<file path="config.mk">
export PLATFORM = sky130hd
export DESIGN_NAME = lfsr_range_sampler
export DESIGN_NICKNAME = d
export VERILOG_FILES = /design/src/rtl/lfsr_pkg.sv /design/src/rtl/rng_fifo.sv /design/src/rtl/lfsr_range_sampler.sv
export SDC_FILE = /design/constraint.sdc
export NUM_CORES = 1
export LEC_CHECK = 0
export BUFFER_PORTS_ARGS = -buffer_cell sky130_fd_sc_hd__clkbuf_2
export CAP_MARGIN = 40
export CORE_UTILIZATION = 51
export CTS_CLUSTER_DIAMETER = 60
export DETAILED_ROUTE_END_ITERATION = 8
export MAX_ROUTING_LAYER = met4
export PLACE_DENSITY = 0.77
export SLEW_MARGIN = 10
export SYNTH_ARGS = -nofsm -noshare
export SYNTH_HDL_FRONTEND = slang
export SYNTH_HIERARCHICAL = 1
export SYNTH_SLANG_ARGS = --single-unit
export TNS_END_PERCENT = 20
</file>
<file path="constraint.sdc">
create_clock -name clk -period 2.4 [get_ports clk]
set_input_delay 0.12 -clock clk [delete_from_list [all_inputs] [get_ports clk]]
set_output_delay 0.12 -clock clk [all_outputs]
set_load 0.005 [all_outputs]
</file>
<file path="src/rtl/lfsr_pkg.sv">
// Shared types and helpers for the bounded random-value sampler.
// range_mask() gives the smallest all-ones mask covering limit-1.
package lfsr_pkg;

  localparam int OUT_W_DEF = 8;
  localparam int CNT_W_DEF = 16;
  localparam int DEPTH_DEF = 4;

  typedef enum logic [1:0] {
    IDLE  = 2'd0,
    RUN   = 2'd1,
    DRAIN = 2'd2
  } state_t;

  // Smear the top set bit of limit-1 downward; limit==1 yields an empty mask.
  function automatic logic [31:0] range_mask(input logic [31:0] limit);
    logic [31:0] m;
    m = limit - 32'd1;
    m = m | (m >> 1);
    m = m | (m >> 2);
    m = m | (m >> 4);
    m = m | (m >> 8);
    m = m | (m >> 16);
    return m;
  endfunction

endpackage

</file>
<file path="src/rtl/rng_fifo.sv">
// Small synchronous FIFO holding accepted samples ahead of the output handshake.
// The head reads as zero while empty so the output never carries stale or X data.
module rng_fifo #(
  parameter int W     = 8,
  parameter int DEPTH = 4
) (
  input  logic         clk,
  input  logic         rst,
  input  logic         push,
  input  logic         pop,
  input  logic [W-1:0] din,
  output logic [W-1:0] dout,
  output logic         full,
  output logic         empty
);

  localparam int AW = $clog2(DEPTH);

  logic [W-1:0] mem [DEPTH];
  logic [AW:0]  wr_ptr;
  logic [AW:0]  rd_ptr;
  logic         do_push;
  logic         do_pop;

  // The extra pointer bit separates the full and empty cases when the indices match.
  assign empty   = (wr_ptr == rd_ptr);
  assign full    = (wr_ptr[AW] != rd_ptr[AW]) && (wr_ptr[AW-1:0] == rd_ptr[AW-1:0]);
  assign do_push = push && !full;
  assign do_pop  = pop && !empty;
  assign dout    = empty ? '0 : mem[rd_ptr[AW-1:0]];

  always_ff @(posedge clk) begin
    if (rst) begin
      wr_ptr <= '0;
      rd_ptr <= '0;
    end else begin
      if (do_push) wr_ptr <= wr_ptr + (AW+1)'(1);
      if (do_pop)  rd_ptr <= rd_ptr + (AW+1)'(1);
    end
  end

  always_ff @(posedge clk) begin
    if (do_push) mem[wr_ptr[AW-1:0]] <= din;
  end

endmodule

</file>
<file path="src/rtl/lfsr_range_sampler.sv">
// Turns raw LFSR words into `count` values uniform in [0, limit) by mask-and-reject,
// buffering them in a FIFO behind a valid/ready output.
module lfsr_range_sampler
  import lfsr_pkg::*;
#(
  parameter int OUT_W = OUT_W_DEF,
  parameter int CNT_W = CNT_W_DEF,
  parameter int DEPTH = DEPTH_DEF
) (
  input  logic             clk,
  input  logic             rst,
  input  logic             load,
  input  logic [OUT_W-1:0] limit,
  input  logic [CNT_W-1:0] count,
  input  logic [31:0]      in_word,
  input  logic             in_valid,
  output logic             in_ready,
  output logic [OUT_W-1:0] out_value,
  output logic             out_valid,
  input  logic             out_ready,
  output logic             busy,
  output logic             done,
  output logic             cfg_err,
  output logic [CNT_W-1:0] reject_cnt
);

  state_t           state;
  state_t           state_next;
  logic [OUT_W-1:0] limit_q;
  logic [OUT_W-1:0] mask_q;
  logic [OUT_W-1:0] mask_d;
  logic [OUT_W-1:0] cand;
  logic [CNT_W-1:0] remaining;
  logic             fifo_full;
  logic             fifo_empty;
  logic             load_ok;
  logic             load_bad;
  logic             accept;
  logic             take;
  logic             in_word_unused;

  // Only the low OUT_W bits of each word feed the sampler.
  assign in_word_unused = ^in_word[31:OUT_W];

  assign mask_d   = OUT_W'(range_mask(32'(limit)));
  assign cand     = in_word[OUT_W-1:0] & mask_q;
  assign load_ok  = (state == IDLE) && load && (limit != '0) && (count != '0);
  assign load_bad = (state == IDLE) && load && ((limit == '0) || (count == '0));
  assign accept   = in_valid && in_ready;
  assign take     = accept && (cand < limit_q);

  always_ff @(posedge clk) begin
    if (rst) state <= IDLE;
    else     state <= state_next;
  end

  always_comb begin
    state_next = state;
    in_ready   = 1'b0;
    busy       = 1'b1;
    done       = 1'b0;
    case (state)
      IDLE: begin
        busy = 1'b0;
        if (load_ok) state_next = RUN;
      end
      RUN: begin
        in_ready = !fifo_full && (remaining != '0);
        if (take && (remaining == CNT_W'(1))) state_next = DRAIN;
      end
      DRAIN: begin
        // Last value has been popped: report completion while leaving DRAIN.
        if (fifo_empty) begin
          done       = 1'b1;
          state_next = IDLE;
        end
      end
      default: state_next = IDLE;
    endcase
  end

  always_ff @(posedge clk) begin
    if (rst) begin
      limit_q    <= '0;
      mask_q     <= '0;
      remaining  <= '0;
      reject_cnt <= '0;
      cfg_err    <= 1'b0;
    end else begin
      if (load_ok) begin
        limit_q    <= limit;
        mask_q     <= mask_d;
        remaining  <= count;
        reject_cnt <= '0;
        cfg_err    <= 1'b0;
      end else if (load_bad) begin
        cfg_err <= 1'b1;
      end
      if (take) begin
        remaining <= remaining - CNT_W'(1);
      end else if (accept && (reject_cnt != '1)) begin
        reject_cnt <= reject_cnt + CNT_W'(1);
      end
    end
  end

  assign out_valid = !fifo_empty;

  rng_fifo #(
    .W     (OUT_W),
    .DEPTH (DEPTH)
  ) u_fifo (
    .clk   (clk),
    .rst   (rst),
    .push  (take),
    .pop   (out_ready),
    .din   (cand),
    .dout  (out_value),
    .full  (fifo_full),
    .empty (fifo_empty)
  );

endmodule

</file>
# Yosys cells after proc, flatten, opt, wreduce, memory -nomap -nowiden
# Memories as Yosys holds them, arrays and structs flattened. A register that Yosys moved wholly into a read port is not among the register bits.
# Index checks and enable logic that the tools add are counted.
[totals]
ff_bits = 57
latchBits = 0
mem_bits_rw = 32
romBits = 0
in_bits = 61
n_memories = 1
[mem_list]
columns = ["name", "depth", "width", "rd", "rd_ports_with_merged_regs", "wr", "line_no", "source"]
rows = [
  ["u_fifo.mem", 4, 8, 1, 1, 1, "rng_fifo.sv:19", "logic [W-1:0] mem [DEPTH];"],
]
[classes]
n_addsub = 5
mul = 0
div_mod_pow = 0
magnitude_cmp = 1
eq_ne = 10
shifts = 0
muxes = 18
bitwise = 6
reduce_logical = 24
[op_table]
columns = ["cell", "count"]
rows = [
  ["2-to-1 mux 16 bit", 5],
  ["OR 32 x 28 -> 32 bit", 1],
  ["OR 32 x 30 -> 32 bit", 1],
  ["OR 32 x 31 -> 32 bit", 1],
  ["nonzero test 16 bit", 2],
  ["OR 24 bit", 1],
  ["adder 16 x 1 -> 16 bit (second input constant)", 1],
  ["equality test 16 x 1 -> 1 bit (second input constant)", 1],
  ["zero test 16 bit", 1],
  ["inequality test 16 bit (second input constant)", 1],
  ["subtractor 16 x 1 -> 16 bit (second input constant)", 1],
  ["logical AND 1 bit", 12],
  ["2-to-1 mux 2 bit", 5],
  ["subtractor 8 x 1 -> 9 bit (second input constant)", 1],
  ["AND 8 bit", 1],
  ["zero test 8 bit", 1],
  ["less-than comparator 8 bit", 1],
  ["2-to-1 mux 8 bit", 1],
  ["OR 8 bit", 1],
  ["nonzero test 8 bit", 1],
  ["adder 3 x 1 -> 3 bit (second input constant)", 2],
  ["2-to-1 mux 1 bit", 6],
  ["case mux 2 bit (3 select lines)", 1],
  ["inequality test 2 bit (second input constant)", 2],
  ["12 further kinds", 13],
]

# Logic depth before layout (Yosys ltp)
# Gate-level depths: netlist of run 1.
[depth]
ltp_word = 10
ltp_mapped = 10
ltp_nobuf = 10

# Hierarchy
# The synthesis of run 1 kept the hierarchy.
[modules_own_cells]
columns = ["mod", "instances", "cells_each", "area_per_inst_um2", "seq_area_each_um2"]
rows = [
  ["lfsr_range_sampler", 1, 387, 3124.2, 1021.0],
  ["rng_fifo", 1, 119, 1766.7, 1121.1],
]

# Least setup slack after synthesis of run 1
# No wires, ideal clock.
[synth_timing]
path_type = "register to register"
startpoint = "register u_fifo.wr_ptr[0]"
endpoint = "memory u_fifo.mem[3][0], enable pin"
arrival_time_ps = 2174
required_ps = 2030
path_slack_ps = -144
path_stages_with_launch = 9
path_cell_list = "dfxtp_1 -> xor2_1 -> nor3_1 -> nand2b_1 -> a21oi_1 -> nand4_2 -> inv_2 -> nand2_1 -> nor2_1"
[synth_between]
elab_chain_len = 10
[synth_rtl]
columns = ["item", "line_no", "source"]
rows = [
  ["from (decl)", "rng_fifo.sv:20", "logic [AW:0] wr_ptr;"],
  ["from (signal assigned)", "rng_fifo.sv:37", "if (do_push) wr_ptr <= wr_ptr + (AW+1)'(1);"],
  ["equality test 2 bit", "rng_fifo.sv:27", "assign full = (wr_ptr[AW] != rd_ptr[AW]) && (wr_ptr[AW-1:0] == rd_ptr[AW-1:0]);"],
  ["logical AND 1 bit", "rng_fifo.sv:27", ""],
  ["named net fifo_full", "lfsr_range_sampler.sv:34", "logic fifo_full;"],
  ["zero test 1 bit", "lfsr_range_sampler.sv:68", "in_ready = !fifo_full && (remaining != '0);"],
  ["logical AND 1 bit", "lfsr_range_sampler.sv:68", ""],
  ["2-to-1 mux 1 bit", "lfsr_range_sampler.sv:62", "case (state)"],
  ["named net in_ready", "lfsr_range_sampler.sv:17", "output logic in_ready,"],
  ["logical AND 1 bit", "lfsr_range_sampler.sv:49", "assign accept = in_valid && in_ready;"],
  ["logical AND 1 bit", "lfsr_range_sampler.sv:50", "assign take = accept && (cand < limit_q);"],
  ["named net take", "lfsr_range_sampler.sv:39", "logic take;"],
  ["logical AND 1 bit", "rng_fifo.sv:28", "assign do_push = push && !full;"],
  ["2-to-1 mux 1 bit", "rng_fifo.sv:43", "if (do_push) mem[wr_ptr[AW-1:0]] <= din;"],
  ["2-to-1 mux 1 bit (implied by the code)", "rng_fifo.sv:43", ""],
  ["to (decl)", "rng_fifo.sv:19", ""],
]
# The timed path passes the listed nets, and every way through them passes these cells.

# Worst setup path in the final report of run 1
[layout_timing]
startpoint = "register mask_q[3]"
endpoint = "register reject_cnt[10]"
[layout_between]
elab_chain_len = 4
[layout_rtl]
columns = ["item", "line_no", "source"]
rows = [
  ["from (decl)", "lfsr_range_sampler.sv:30", "logic [OUT_W-1:0] mask_q;"],
  ["from (signal assigned)", "lfsr_range_sampler.sv:92", "mask_q <= mask_d;"],
  ["AND 8 bit", "lfsr_range_sampler.sv:46", "assign cand = in_word[OUT_W-1:0] & mask_q;"],
  ["named net cand[3]", "lfsr_range_sampler.sv:32", "logic [OUT_W-1:0] cand;"],
  ["less-than comparator 8 bit", "lfsr_range_sampler.sv:50", ""],
  ["logical AND 1 bit", "lfsr_range_sampler.sv:50", ""],
  ["2-to-1 mux 16 bit", "lfsr_range_sampler.sv:99", "if (take) begin"],
  ["to (signal assigned)", "lfsr_range_sampler.sv:102", "reject_cnt <= reject_cnt + CNT_W'(1);"],
  ["to (decl)", "lfsr_range_sampler.sv:24", "output logic [CNT_W-1:0] reject_cnt"],
]
# The timed path passes the listed nets, and every way through them passes these cells.
# A chain may end at the register's enable or synchronous reset.

==> flow_summary.ini, run 1 <==
[hold_path]
hold_class = in -> reg
worst_hold_startpoint = count[8]
holdPathStages = 3
min_to = remaining[8]$_SDFFE_PP0P_

[logic_synthesis]
netlist_area_um2 = 4890
netlist_top_cells_area = dfxtp_1 (24%), edfxtp_1 (20%), ha_1 (4.3%)
synth_commonest_cells = dfxtp_1 (59), nand2_1 (46), edfxtp_1 (32)
synthDominantCellAreaShare_pct = 24.1
synth_cell_types = 71
yosys.area.top_type = dfxtp_1
ys_seq_area_share_pct = 43.8
syn-num-nets = 584
yosys_warnings = 6
synth_flop_cell = dfxtp_1
ys_ff_latch = 91
syn_inst = 506
yosysMostFrequentCell = dfxtp_1
syn_avg_cell_area_um2 = 9.67
synth_edf_count = 32
synthArstFlopShare_pct = 0

[sta]
slew_violations = 0
worstMarginPinSlew_ns = 0.782
slew_headroom_pct = 47.7
min_period_ns = 2.38
rsz0062_at_grt = yes
setup_viol = 0
holdWs_ns = 0.0183
fin_skew_ns = 0.00809
fin_crit_sh_pct = 99.3
hold_viol = 0
max_freq_mhz = 420

[setup_path]
required_ns = 2.66
ff2ff_path_depth = 9
rr_endpoint = reject_cnt[10]$_SDFF_PP0_
critPathKind = reg -> reg
cp-start-kind = register
timing.rr.start = mask_q[3]$_SDFFE_PP0P_
crit_arrival_ns = 2.64
crit_chain = and2_1, ha_1, nor2_1, nor2_2, o31ai_4, buf_6, a211o_4, or4_1, a31oi_1
critPathMaxStageDelay_ns = 0.45
crit_fanout = 7
crit_path_end_kind = register
reg2reg_slack_ns = 0.02
crit_slowest_cell = or4_1

[finish]
drive_above_1_share_pct = 32.0
final_util_pct = 65.6
syn_to_final_growth_pct = 24.5
seq_area_um2 = 2150
diodes = 0
fillCellCount = 754
nets = 688
multi_input_area_um2 = 2710

[clocking]
cts_buffer_depth = 2
path_clk_slew_ns = 0.09
clk-insertion-delay-late_ns = 0.35
cts_buffers = 9
cts_max_level = 3
cts_sinks = 91
cts_root_buf = clkbuf_8
tritoncts = done

[drt]
wl_per_cell_um = 16.7
viasPerCell = 5.90
num_vias = 4388
dr.pass1.iters = 5
wl_um = 12400
drc = 0
ant_nets = 0
drt_iter0_markers = 331

[grt]
grt.total_usage_pct = 24.9
grt_max_degree = 39
grt-ovfl-total = 0
grt_pass1_vias = 4047
grt_pass1_wl_um = 19000
antenna_found_initial = 0

[floorplan]
die_h_um = 99.9
core_area_um2 = 9280
fp-row-count = 35
initial_utilization_pct = 52.7
die_x_um = 99.9
die_area_um2 = 9990
io_pins = 90

[power]
power.density_nw_per_um2 = 639
p_seq_share_pct = 45.3
p_comb_share_pct = 27.7
p_int_uw = 2700
clock_power_share_pct = 27.0
power_leakage_uw = 0.00227
power_switching_share_pct = 30.6
ir_worst_vdd_v = 0.000285
p_sw_uw = 1190
finalPower_uw = 3890

[job]
drv_cap = 0

[placed_design]
gp_congestion = 0.884
io_buffers = 65
place_hpwl_um = 8430

[run_status]
status = finished clean
-- critical path: cells and delay by family, from the launching register on --
| family | cells | cell delay, ns |
|---|---|---|
| compound gates | 3 | 0.67 |
| fa+ha+maj | 1 | 0.26 |
| simple gates | 4 | 0.89 |
| flops | 1 | 0.33 |
| buf+inv | 1 | 0.15 |
-- repair_timing --
| item | 4_1_cts | 5_1_grt |
|---|---|---|
| resized for setup | 7 | 34 |
| endpoints found under the hold margin | 0 | 0 |
| setup endpoints to repair | 27 | 42 |
| pin swaps | 0 | 12 |
| cloned | 0 | 2 |
| hold buffers | 0 | 0 |
| setup buffers | 0 | 13 |
-- power groups by stage --
| stage | Combinational [uW] | Sequential [uW] | Clock, uW |
|---|---|---|---|
| after detailed placement | 954 | 1800 | 0 |
| after floorplan | 638 | 1760 | 0 |
| after global placement | 925 | 1790 | 0 |
| final | 1080 | 1760 | 1050 |
| after CTS | 968 | 1760 | 1070 |
| after global routing | 1180 | 1780 | 1140 |
-- state kept, by name, indices dropped and copies added (netlist names), named ones only --
register / flops
state: 2
limit_q: 8
u_fifo/rd_ptr: 3
u_fifo/mem: 32
u_fifo/wr_ptr: 3
remaining: 16
cfg_err: 1
reject_cnt: 16
mask_q: 8
-- how the worst max path moves through the flow --
stage / to / from / depth (start not counted)
after floorplan: u_fifo/mem[0][0]$_DFFE_PP_ / mask_q[1]$_SDFFE_PP0P_ / 10
after global placement: reject_cnt[10]$_SDFF_PP0_ / mask_q[7]$_SDFFE_PP0P_ / 9
after detailed placement: u_fifo/mem[2][4]$_DFFE_PP_ / mask_q[1]$_SDFFE_PP0P_ / 10
after CTS: reject_cnt[10]$_SDFF_PP0_ / mask_q[6]$_SDFFE_PP0P_ / 9
after global routing: reject_cnt[10]$_SDFF_PP0_ / mask_q[3]$_SDFFE_PP0P_ / 9
final: reject_cnt[10]$_SDFF_PP0_ / mask_q[3]$_SDFFE_PP0P_ / 9
-- cells in the final DEF (no fill, tap or decap), drive strengths merged, types with 6 or more instances in the layout --
master / count
inv: 29
nand2: 46
nor2: 27
nor3b: 7
ha: 17
a211o: 6
a22oi: 10
nor4: 9
or4: 10
clkbuf: 76
and2: 13
or3: 12
nor3: 12
edfxtp: 32
xnor2: 9
buf: 51
dfxtp: 59
a21oi: 24
nor2b: 14
a31oi: 13
nand4: 11
mux4: 8
nand3: 27
o21ai: 16
o211ai: 7
-- through the flow --
step	std cells	setup slack, ns	instance area, um2	TNS (ns)
after floorplan	506	0.0115	4920	0
after global placement	713	0.0304	5580	0
after detailed placement	713	-0.0638	5580	-1.29
after CTS	729	0.00449	5800	0
after global routing	744	-0.0982	6090	-1.07
final	744	0.0177	6090	0
-- cell families (layout without fill, tap and decap cells) --
group,Yosys count,in the layout,share of synthesized area (%)
flops,91,91,43.8
fa+ha+maj,17,17,4.35
simple gates,205,205,23.1
mux,13,13,4.73
buf+inv,53,161,5.14
xor+xnor,14,14,2.51
compound gates,113,114,16.4
-- metal layers --
| layer | track usage (%) | share of wire (%) | up-vias |
|---|---|---|---|
| li1 | - | - | 2101 |
| met2 | 40.1 | 50 | 131 |
| met3 | 4.32 | 5.1 | 39 |
| met4 | 11.4 | 2.8 | 0 |
| met1 | 30.5 | 42 | 2117 |
| met5 | - | 0 | - |
-- area by class of cell --
cell class              count  share of cell area, %
repair buffers            117                   12.5
inverters                  28                   1.81
flip-flops and latches     91                   35.3
clock inverters             6                   1.05
well taps                 129                   2.65
multi-input cells         363                   44.5
clock buffers              10                   2.26
No activity file was read; power rests on OpenSTA's default activity.
==> run 2, diff against run 1 <==
CTS_BUF_LIST = sky130_fd_sc_hd__clkbuf_4 sky130_fd_sc_hd__clkbuf_8 sky130_fd_sc_hd__clkbuf_16   (was not set)
RECOVER_POWER = 50   (was not set)
==> flow_summary.ini, run 2 (synthesis results as in run 1) <==
[placed_design]
place_hpwl_um = 8430
place_ws_ns = -0.0638
io_buffers = 65
placed_area_um2 = 5580
gp_congestion = 0.884

[clocking]
cts_root_buf = clkbuf_8
tritoncts = done
cts_max_level = 3
clk-insertion-delay-late_ns = 0.35
cts_sinks = 91
path_clk_slew_ns = 0.09
cts_buffer_depth = 2
cts_buffers = 9

[setup_path]
crit_path_start = mask_q[3]$_SDFFE_PP0P_
timing.rr.start = mask_q[3]$_SDFFE_PP0P_
crit_path_end_kind = register
crit_chain = and2_1, ha_1, nor2_1, nor2_2, o31ai_4, buf_6, a211o_4, or4_1, a31oi_1
cp-start-kind = register
reg2reg_slack_ns = 0.01
critPathKind = reg -> reg
crit_fanout = 7
critPathMaxStageDelay_ns = 0.45
ff2ff_path_depth = 9
critPathCapture = reject_cnt[10]$_SDFF_PP0_
rr_endpoint = reject_cnt[10]$_SDFF_PP0_
crit_arrival_ns = 2.65
required_ns = 2.66
crit_slowest_cell = or4_1

[sta]
rsz0062_at_grt = yes
setup_viol = 0
slew_violations = 0
fin_skew_ns = 0.00852
min_period_ns = 2.39
fin_ws_ns = 0.0132
slew_headroom_pct = 47.7
hold_viol = 0
holdWs_ns = 0.0170
worstMarginPinSlew_ns = 0.782
max_freq_mhz = 419
fin_crit_sh_pct = 99.4

[grt]
grt_max_degree = 39
grt_pass1_wl_um = 19000
grt_pass1_vias = 4047
grt-ovfl-total = 0
grt.total_usage_pct = 24.9
antenna_found_initial = 0

[power]
ir_worst_vdd_v = 0.000286
power_leakage_uw = 0.00227
power.density_nw_per_um2 = 640

[floorplan]
core_area_um2 = 9280
fp-row-count = 35
die_area_um2 = 9990
die_x_um = 99.9
initial_utilization_pct = 52.7
io_pins = 90
die_h_um = 99.9

[drt]
met2WireLength_um = 6240
dr.pass1.iters = 5
wl_met3_um = 678
drc = 0
wl_um = 12400
num_vias = 4390
viasPerCell = 5.90
wl_per_cell_um = 16.6
wl_met1_um = 5170
ant_nets = 0
drt_iter0_markers = 331
top_layer = met4

[finish]
nets = 688
drive_above_1_share_pct = 31.7
final_util_pct = 65.5
seq_area_um2 = 2150
syn_to_final_growth_pct = 24.4
multi_input_area_um2 = 2710
final_common_cell = clkbuf_2
final_cell_mix = clkbuf_2 (65), dfxtp_1 (55), buf_4 (46), nand2_1 (45), edfxtp_1 (32)
fin_area_um2 = 6080
largest_register_ffs = 32
diodes = 0
fillCellCount = 755

[job]
drv_cap = 0

[hold_path]
hold_class = in -> reg

[run_status]
status = finished clean
==> run 2: cell count changes in the layout (fill, tap and decap cells not counted) <==
| cell | before | now |
|---|---|---|
| and2_4 | 6 | 5 |
| and2_0 | 0 | 1 |
| clkbuf_1 | 0 | 1 |
| buf_4 | 47 | 46 |
==> run 2: layout make-up <==
| class | instances | area share [%] |
|---|---|---|
| multi-input combinational | 363 | 44.5 |
| sequential | 91 | 35.3 |
| timing repair buffer | 117 | 12.4 |
| tap | 129 | 2.65 |
| clock buffer | 10 | 2.26 |
| inverter | 28 | 1.81 |
| clock inverter | 6 | 1.05 |
==> run 2: what timing repair did <==
action | 4_1_cts | 5_1_grt
resized for setup | 7 | 34
hold buffers | 0 | 0
pin swaps | 0 | 12
setup endpoints to repair | 27 | 42
setup buffers | 0 | 13
gates cloned | 0 | 2
==> run 2: critical path, delay by kind of cell (launching register included) <==
kind	cells	cell delay [ns]
simple gates	4	0.89
buf+inv	1	0.15
compound gates	3	0.67
fa+ha+maj	1	0.26
flops	1	0.33
==> run 2: power by group <==
group	switching [uW]	internal, uW	total (uW)
clock	546	508	1050
sequential	92.8	1670	1760
combinational	553	522	1080
total	1190	2700	3890
==> run 2: through the flow <==
stage / setup TNS (ns) / cells / total power (uW)
after floorplan: 0 / 506 / 2400
after global routing: -1.07 / 744 / 4090
after detailed placement: -1.29 / 713 / 2750
final: 0 / 744 / 3890
after CTS: 0 / 729 / 3800
after global placement: 0 / 713 / 2720
==> run 2: worst min-delay path by stage <==
stage | start | to | depth (start not counted)
after floorplan | limit[0] | limit_q[0]$_SDFFE_PP0P_ | 2
after global placement | count[8] | remaining[8]$_SDFFE_PP0P_ | 3
after detailed placement | count[8] | remaining[8]$_SDFFE_PP0P_ | 3
after CTS | count[8] | remaining[8]$_SDFFE_PP0P_ | 3
after global routing | count[8] | remaining[8]$_SDFFE_PP0P_ | 3
final | count[8] | remaining[8]$_SDFFE_PP0P_ | 3
==> run 2: metal layers <==
metal,vias up,track usage [%]
li1,2104,-
met1,2109,30.5
met2,149,40.1
met3,28,4.32
met4,0,11.4
met5,-,-
